File: src/rtl/page_ctrl_pkg.sv
// page_ctrl_pkg: key codes, frame boundary default, FSM state encoding and a
// lowest-set-bit helper shared by the page controller and its key debouncer.
package page_ctrl_pkg;

  localparam int unsigned KeyW  = 4;
  localparam int unsigned PageW = 4;

  // Key map of the matrix scanner
  localparam logic [KeyW-1:0] KEY_NEXT    = 4'd0;
  localparam logic [KeyW-1:0] KEY_PREV    = 4'd1;
  localparam logic [KeyW-1:0] KEY_DIRECT0 = 4'd4;
  localparam logic [KeyW-1:0] KEY_HOME    = 4'd15;

  // First non-visible line of a 640x480 frame
  localparam int unsigned V_ACTIVE_DEFAULT = 480;

  typedef enum logic [1:0] {
    StIdle   = 2'd0,
    StPend   = 2'd1,
    StSwap   = 2'd2,
    StSettle = 2'd3
  } page_state_e;

  // Index of the lowest set bit; 0 when the vector is empty.
  function automatic logic [KeyW-1:0] lowest_set(input logic [15:0] vec);
    logic [KeyW-1:0] idx;
    idx = '0;
    for (int i = 15; i >= 0; i--) begin
      if (vec[i]) idx = 4'(i);
    end
    return idx;
  endfunction

endpackage

File: src/rtl/page_ctrl_if.sv
// page_ctrl_if: key/video inputs and page outputs of page_ctrl.
//   master: drives btns, x_pos, y_pos; observes page/key outputs (scanner/timing side)
//   slave : the page controller
interface page_ctrl_if;
  import page_ctrl_pkg::*;

  logic [15:0]      btns;
  logic [9:0]       x_pos;
  logic [9:0]       y_pos;
  logic [PageW-1:0] page_sel;
  logic             page_switch;
  logic             blank;
  logic             key_evt;
  logic [KeyW-1:0]  key_code;

  modport master (
    output btns, x_pos, y_pos,
    input  page_sel, page_switch, blank, key_evt, key_code
  );

  modport slave (
    input  btns, x_pos, y_pos,
    output page_sel, page_switch, blank, key_evt, key_code
  );
endinterface

File: src/rtl/key_debounce.sv
// key_debounce: synchronizes a 16-bit raw key vector, samples it every
// DEBOUNCE_CYCLES cycles and reports the lowest key whose stable level rose.
//   clk_i, rst_ni : clock, async active-low reset
//   btns_i        : raw key levels, asynchronous
//   press_o       : one-cycle pulse per accepted press
//   idx_o         : index of the last accepted key, held between presses
module key_debounce import page_ctrl_pkg::*; #(
  parameter int unsigned DEBOUNCE_CYCLES = 250000
) (
  input  logic            clk_i,
  input  logic            rst_ni,
  input  logic [15:0]     btns_i,
  output logic            press_o,
  output logic [KeyW-1:0] idx_o
);

  localparam int unsigned CntW = (DEBOUNCE_CYCLES > 1) ? $clog2(DEBOUNCE_CYCLES) : 1;
  localparam logic [CntW-1:0] CntMax = CntW'(DEBOUNCE_CYCLES - 1);

  logic [15:0]     sync1_q, sync2_q;
  logic [15:0]     samp_q, samp_d;
  logic [15:0]     stable_q, stable_d;
  logic [15:0]     rise;
  logic [CntW-1:0] cnt_q, cnt_d;
  logic            sample;
  logic            press_q, press_d;
  logic [KeyW-1:0] idx_q, idx_d;

  always_comb begin
    sample   = (cnt_q == CntMax);
    cnt_d    = sample ? '0 : cnt_q + 1'b1;
    samp_d   = samp_q;
    stable_d = stable_q;
    rise     = '0;
    press_d  = 1'b0;
    idx_d    = idx_q;
    if (sample) begin
      samp_d   = sync2_q;
      // A bit takes its new level only if two consecutive samples agree.
      stable_d = (~(sync2_q ^ samp_q) & sync2_q) | ((sync2_q ^ samp_q) & stable_q);
      rise     = stable_d & ~stable_q;
      if (|rise) begin
        press_d = 1'b1;
        idx_d   = lowest_set(rise);
      end
    end
  end

  always_ff @(posedge clk_i or negedge rst_ni) begin
    if (!rst_ni) begin
      sync1_q  <= '0;
      sync2_q  <= '0;
      samp_q   <= '0;
      stable_q <= '0;
      cnt_q    <= '0;
      press_q  <= 1'b0;
      idx_q    <= '0;
    end else begin
      sync1_q  <= btns_i;
      sync2_q  <= sync1_q;
      samp_q   <= samp_d;
      stable_q <= stable_d;
      cnt_q    <= cnt_d;
      press_q  <= press_d;
      idx_q    <= idx_d;
    end
  end

  assign press_o = press_q;
  assign idx_o   = idx_q;

endmodule

File: src/rtl/page_ctrl.sv
// page_ctrl: maps debounced key presses to display-page requests and swaps the
// active page only at the frame boundary, blanking the picture for one frame.
//   vga_clk, vga_rst_n : pixel clock, async active-low reset
//   pg_io (slave)      : btns/x_pos/y_pos in; page_sel, page_switch, blank,
//                        key_evt, key_code out
module page_ctrl import page_ctrl_pkg::*; #(
  parameter int unsigned NUM_PAGES       = 4,
  parameter int unsigned DEBOUNCE_CYCLES = 250000,
  parameter int unsigned V_ACTIVE        = V_ACTIVE_DEFAULT
) (
  input  logic       vga_clk,
  input  logic       vga_rst_n,
  page_ctrl_if.slave pg_io
);

  localparam logic [PageW-1:0] LastPage   = PageW'(NUM_PAGES - 1);
  localparam int unsigned      DirectLast = 32'(KEY_DIRECT0) + NUM_PAGES - 1;

  logic             key_evt;
  logic [KeyW-1:0]  key_code;

  logic             at_bound, at_bound_q, frame_tick;
  logic             req_valid;
  logic [PageW-1:0] req_page;

  page_state_e      state_q, state_d;
  logic [PageW-1:0] target_q, target_d;
  logic [PageW-1:0] page_sel_q, page_sel_d;

  key_debounce #(
    .DEBOUNCE_CYCLES(DEBOUNCE_CYCLES)
  ) u_key_debounce (
    .clk_i  (vga_clk),
    .rst_ni (vga_rst_n),
    .btns_i (pg_io.btns),
    .press_o(key_evt),
    .idx_o  (key_code)
  );

  // Strobe only on entry to the boundary pixel, even if it is held.
  assign at_bound   = (pg_io.y_pos == 10'(V_ACTIVE)) && (pg_io.x_pos == '0);
  assign frame_tick = at_bound & ~at_bound_q;

  // target_q always equals page_sel_q while nothing is pending, so it is the
  // correct base for next/previous in every state.
  always_comb begin
    req_valid = 1'b0;
    req_page  = target_q;
    if (key_evt) begin
      if (key_code == KEY_HOME) begin
        req_valid = 1'b1;
        req_page  = '0;
      end else if (key_code == KEY_NEXT) begin
        req_valid = 1'b1;
        req_page  = (target_q == LastPage) ? '0 : target_q + 1'b1;
      end else if (key_code == KEY_PREV) begin
        req_valid = 1'b1;
        req_page  = (target_q == '0) ? LastPage : target_q - 1'b1;
      end else if ((32'(key_code) >= 32'(KEY_DIRECT0)) && (32'(key_code) <= DirectLast)) begin
        req_valid = 1'b1;
        req_page  = key_code - KEY_DIRECT0;
      end
    end
  end

  always_comb begin
    state_d    = state_q;
    target_d   = target_q;
    page_sel_d = page_sel_q;
    unique case (state_q)
      StIdle: begin
        if (req_valid && (req_page != page_sel_q)) begin
          target_d = req_page;
          state_d  = StPend;
        end
      end
      StPend: begin
        if (req_valid) target_d = req_page;
        // page_sel is loaded on entry so it shows the new page during SWAP.
        if (frame_tick) begin
          page_sel_d = target_d;
          state_d    = StSwap;
        end
      end
      StSwap: begin
        if (req_valid) target_d = req_page;
        state_d = StSettle;
      end
      StSettle: begin
        if (req_valid) target_d = req_page;
        if (frame_tick) state_d = (target_d != page_sel_q) ? StPend : StIdle;
      end
      default: state_d = StIdle;
    endcase
  end

  always_ff @(posedge vga_clk or negedge vga_rst_n) begin
    if (!vga_rst_n) begin
      state_q    <= StIdle;
      target_q   <= '0;
      page_sel_q <= '0;
      at_bound_q <= 1'b0;
    end else begin
      state_q    <= state_d;
      target_q   <= target_d;
      page_sel_q <= page_sel_d;
      at_bound_q <= at_bound;
    end
  end

  assign pg_io.page_sel    = page_sel_q;
  assign pg_io.page_switch = (state_q == StSwap);
  assign pg_io.blank       = (state_q == StSwap) || (state_q == StSettle);
  assign pg_io.key_evt     = key_evt;
  assign pg_io.key_code    = key_code;

endmodule

File: src/flat_wrapper.sv
// flat-port wrapper written by rule: the top's interface ports become plain ports
module page_ctrl_flat import page_ctrl_pkg::*;
#(
  parameter int unsigned NUM_PAGES       = 4,
  parameter int unsigned DEBOUNCE_CYCLES = 250000,
  parameter int unsigned V_ACTIVE        = V_ACTIVE_DEFAULT
)
  (vga_clk, vga_rst_n, pg_io_btns, pg_io_x_pos, pg_io_y_pos, pg_io_page_sel, pg_io_page_switch, pg_io_blank, pg_io_key_evt, pg_io_key_code);
  page_ctrl_if pg_io_i ();
  input  logic vga_clk;
  input  logic vga_rst_n;
  input wire logic [$bits(pg_io_i.btns)-1:0] pg_io_btns;
  input wire logic [$bits(pg_io_i.x_pos)-1:0] pg_io_x_pos;
  input wire logic [$bits(pg_io_i.y_pos)-1:0] pg_io_y_pos;
  output wire logic [$bits(pg_io_i.page_sel)-1:0] pg_io_page_sel;
  output wire logic [$bits(pg_io_i.page_switch)-1:0] pg_io_page_switch;
  output wire logic [$bits(pg_io_i.blank)-1:0] pg_io_blank;
  output wire logic [$bits(pg_io_i.key_evt)-1:0] pg_io_key_evt;
  output wire logic [$bits(pg_io_i.key_code)-1:0] pg_io_key_code;
  assign pg_io_i.btns = pg_io_btns;
  assign pg_io_i.x_pos = pg_io_x_pos;
  assign pg_io_i.y_pos = pg_io_y_pos;
  assign pg_io_page_sel = pg_io_i.page_sel;
  assign pg_io_page_switch = pg_io_i.page_switch;
  assign pg_io_blank = pg_io_i.blank;
  assign pg_io_key_evt = pg_io_i.key_evt;
  assign pg_io_key_code = pg_io_i.key_code;
  page_ctrl #(.NUM_PAGES(NUM_PAGES), .DEBOUNCE_CYCLES(DEBOUNCE_CYCLES), .V_ACTIVE(V_ACTIVE)) u_core (.vga_clk(vga_clk), .vga_rst_n(vga_rst_n), .pg_io(pg_io_i));
endmodule
File: config.mk
export PLATFORM = sky130hd
export DESIGN_NAME = page_ctrl_flat
export DESIGN_NICKNAME = d
export VERILOG_FILES = /design/src/rtl/page_ctrl_pkg.sv /design/src/rtl/page_ctrl_if.sv /design/src/rtl/key_debounce.sv /design/src/rtl/page_ctrl.sv /design/src/flat_wrapper.sv
export SDC_FILE = /design/constraint.sdc
export NUM_CORES = 1
export LEC_CHECK = 0
export BUFFER_PORTS_ARGS = -buffer_cell sky130_fd_sc_hd__buf_2
export CORE_MARGIN = 2
export CORE_UTILIZATION = 47
export CTS_BUF_LIST = sky130_fd_sc_hd__clkbuf_4
export DETAILED_ROUTE_END_ITERATION = 16
export GPL_TIMING_DRIVEN = 0
export HOLD_SLACK_MARGIN = 0.02
export PLACE_DENSITY = 0.66
export SYNTH_ARGS = -nofsm -noshare
export SYNTH_HDL_FRONTEND = slang
export SYNTH_SLANG_ARGS = --single-unit
File: constraint.sdc
create_clock -name vga_clk -period 2.65 [get_ports vga_clk]
set_input_delay 0.3975 -clock vga_clk [delete_from_list [all_inputs] [get_ports vga_clk]]
set_output_delay 0.3975 -clock vga_clk [all_outputs]
set_load 0.01 [all_outputs]
==> metrics.md <==
| Metric | Value |
|---|---|
| Reg area | 2456 um^2 |
| Peak per-stage delay on the critical path | 0.45 ns |
| Filler cells | 772 |
| Die Wd | 101.5 um |
| FF-to-FF End | u_core.target_q[3]$_DFFE_PN0P_ |
| CP Capture Type | flip-flop |
| Antenna Violating Nets Remaining | 0 |
| Yosys top cell area share | 0.5493 |
| Post-synth top cells | 98 x dfrtp_1, 59 x o21ai_0, 43 x nand2_1 |
| 1st-pass router iterations | 5 |
| Worst path cell trace | inv_4 -> ha_4 -> or3b_4 -> and3_4 -> a221oi_2 -> o21ai_2 -> xor2_2 -> nor4_4 -> o21ai_4 -> mux2_4 |
| Synth warn | 0 |
| Adder-cell share of the synthesized area | 0.03363 |
| Worst slew pin tran | 0.5776 ns |
| Synth Area in Simple Gates | 0.1623 |
| CTS Buf Count | 9 |
| Multi-input logic area | 1939 um^2 |
| Initial antenna violation count | 0 |
| Die Area | 10290 um^2 |
| Outcome | completed |
| Root buffer cell | clkbuf_4 |
| Top-count cell post-synth | dfrtp_1 |
| Final period util | 0.9968 |
| Hold_sp | pg_io_btns[13] |
| Syn-to-layout area delta | 21.69% |
| Final Max Tran Viols | 0 |
| Max IR drop VDD | 364.7 uV |
| Vias | 3406 |
| Flop2flop setup slack | 0.009 ns |
| CP max FO | 6 |
| Drt initial violations | 162 |
| # diodes | 0 |
| Initial Utilization | 0.4831 |
| Synth Area in XOR/XNOR | 0.03728 |
| Slowest cell on the critical path | dfrtp_2 |
| Remaining Overflow, GRT | 0 |
| Worst path top cell family by delay | simple AND/OR/NAND/NOR gates |
| Latest clock arrival within the worst-skew pair | 0.43 ns |
| Area contributors post-synth | dfrtp_1 55%, o21ai_0 6.6%, nand2_1 3.6%, ha_1 3.4%, a21oi_1 2.9% |
| Largest net degree at the start of global routing | 66 |
| Port Buffers | 48 |
| Final setup violation count | 0 |
| Reg2Reg Depth | 10 |
| Critical R2R Launch | u_core.target_q[1]$_DFFE_PN0P_ |
| Io pins | 49 |
| CTS H-tree lvls | 3 |
| Leak | 2.500 nW |
| Hold EP | u_core.u_key_debounce.sync1_q[13]$_DFF_PN0_ |
| WHS Path Cells | 1 |
| GR Util All Layers | 0.1771 |
| Worst Setup Start Kind | flip-flop |
| Cells after synthesis | 429 |
| Dpl hpwl | 6.005 mm |
| Avg Cell Area, Syn | 10.41 um^2 |
| Crit Path Category | flip-flop to flip-flop |
| Min Tclk post-route | 2.641 ns |
| Max cap viols | 0 |
| Clock transition at path regs | 0.14 ns |
| Global-route wire length before repair | 14.37 mm |
| Seq cells post-synth | 98 |
| Arr. time, crit path | 2.98 ns |
| DR WL/cell | 13.61 um |
| CTS tree | built |
| Worst hold margin | 0.05334 ns |
| Ys async rst share | 1.000 |
| Area leader, netlist | dfrtp_1 |
| PwrDens | 461.5 nW/um^2 |
| Number of synthesized flops with an enable pin | 0 |
| Multiplexer area fraction after synthesis | 0.02494 |
| Placer Congestion | 0.7689 |
| Syn Nets | 479 |
| DRC | 0 |
| Sequential fraction of the synthesis area | 0.5493 |
| Post-DR vias/cell | 5.224 |
| Die height | 101.5 um |
| Cell Area, Synth | 4464 um^2 |
| Vias in the first global route | 3092 |
| Drt total wl | 8.873 mm |
| Synth unique cells | 57 |
| Final Hold Viols | 0 |
| Primary FF master, synth | dfrtp_1 |
| Largest family of logic cells by synthesized area | simple AND/OR/NAND/NOR gates |
| RSZ-0062 raised after global routing | yes |
| Compound-cell area share of the yosys netlist | 0.1519 |
| Worst rel slew slack | 0.6121 |
| Crit path buf inv count | 1 |
| Num rows | 35 |
| TritonCTS Sinks | 98 |
| Area of the core | 9240 um^2 |
| Nets@finish | 568 |
| WP data required | 2.98 ns |
| HP Class | primary input to flip-flop |
| Fmax | 0.3786 GHz |
| Share of layout cells above drive strength 1 | 0.2352 |
| Final Util | 0.5879 |
| Worst Skew | 0.01303 ns |
| Clock Tree Buf Depth | 2 |
## cell usage in the layout, fill, tap and decap left out, drive strengths merged, types with 2 or more instances in the layout
cell type,synthesis,layout
a21oi,26,26
nor3,5,5
nand2,43,43
xnor2,7,7
nand2b,2,2
nor4b,6,6
dlygate4sd3,0,13
xor2,12,12
a31oi,3,3
nor2b,4,4
nand3b,11,11
nor2,32,32
a221oi,2,2
o311ai,2,2
or4,2,2
a22oi,2,2
o2bb2ai,2,2
buf,7,72
mux2,8,8
nand4,3,3
and3,4,4
inv,26,28
nor4,5,5
nand3,11,11
and2,5,5
o21ai,64,64
dfrtp,98,98
clkbuf,7,18
bufinv,0,2
o31ai,2,2
ha,12,12
## kinds of logic after synthesis
kind of cell	Yosys count
AND/OR/NAND/NOR	138
AO/OA/AOI/OAI	113
flip-flops	98
buffers and inverters	40
XOR/XNOR	19
adder cells (fa/ha/maj)	12
multiplexers	9
## power by group
group / leakage, nW / switching, mW / internal (mW)
registers: 1.28 / 0.0137 / 1.52
clock network: 0.0934 / 0.482 / 0.413
logic: 1.13 / 0.0398 / 0.0382
## timing repair
item | 4_1_cts | 5_1_grt
pin swaps | 10 | 14
setup buffers | 6 | 11
gates resized for setup | 16 | 11
hold buffers | 2 | 11
endpoints found under the hold margin | 34 | 11
endpoints found under the setup margin | 7 | 11
## worst max path at each step
stage / slack (ns) / depth (start not counted) / endpoint / from
2_1_floorplan: 0.008 / 10 / u_core.state_q[1]$_DFFE_PN0P_ / u_core.u_key_debounce.idx_o[2]$_DFFE_PN0P_
3_3_place_gp: -0.33 / 10 / u_core.target_q[3]$_DFFE_PN0P_ / u_core.u_key_debounce.idx_o[2]$_DFFE_PN0P_
3_5_place_dp: -0.41 / 10 / u_core.target_q[3]$_DFFE_PN0P_ / u_core.u_key_debounce.idx_o[2]$_DFFE_PN0P_
4_1_cts: -0.07 / 11 / u_core.target_q[2]$_DFFE_PN0P_ / u_core.target_q[0]$_DFFE_PN0P_
5_1_grt: -0.08 / 10 / u_core.target_q[3]$_DFFE_PN0P_ / u_core.target_q[1]$_DFFE_PN0P_
6_report: 0.009 / 10 / u_core.target_q[3]$_DFFE_PN0P_ / u_core.target_q[1]$_DFFE_PN0P_
## flip-flops by register name, indices dropped and copies added, names as in the netlist
| register | cells |
|---|---|
| u_core.at_bound_q | 1 |
| u_core.pg_io.page_sel | 4 |
| u_core.state_q | 2 |
| u_core.target_q | 4 |
| u_core.u_key_debounce.cnt_q | 18 |
| u_core.u_key_debounce.idx_o | 4 |
| u_core.u_key_debounce.press_o | 1 |
| u_core.u_key_debounce.samp_q | 16 |
| u_core.u_key_debounce.stable_q | 16 |
| u_core.u_key_debounce.sync1_q | 16 |
| u_core.u_key_debounce.sync2_q | 16 |
## final cells by class
| class | instances | area share |
|---|---|---|
| clock inverters | 5 | 0.01566 |
| repair buffers | 79 | 0.09719 |
| inverters | 26 | 0.01889 |
| multi-input cells | 291 | 0.3570 |
| clock buffers | 11 | 0.01520 |
| well taps | 129 | 0.02971 |
| plain buffers | 13 | 0.01428 |
| flip-flops and latches | 98 | 0.4521 |
## per-layer routing
metal / GRT usage / part of all wire
met5: 0 / 0
met4: 0.05405 / 0.012
met3: 0.04003 / 0.033
met2: 0.2756 / 0.48
met1: 0.2501 / 0.47
## metrics by stage
step                      setup WS [ns]  cell area [um^2]  setup TNS [ns]  total power, mW  std cells
after floorplan                0.007844              4468               0            1.563        429
after global placement          -0.3280              4870          -1.683            1.620        606
after detailed placement        -0.4121              4900          -2.197            1.629        607
after CTS                      -0.07059              5219         -0.3416            2.533        631
after global routing           -0.07594              5433         -0.3692            2.622        652
final                          0.008514              5433               0            2.507        652
Power figures use the tool's default switching activity.
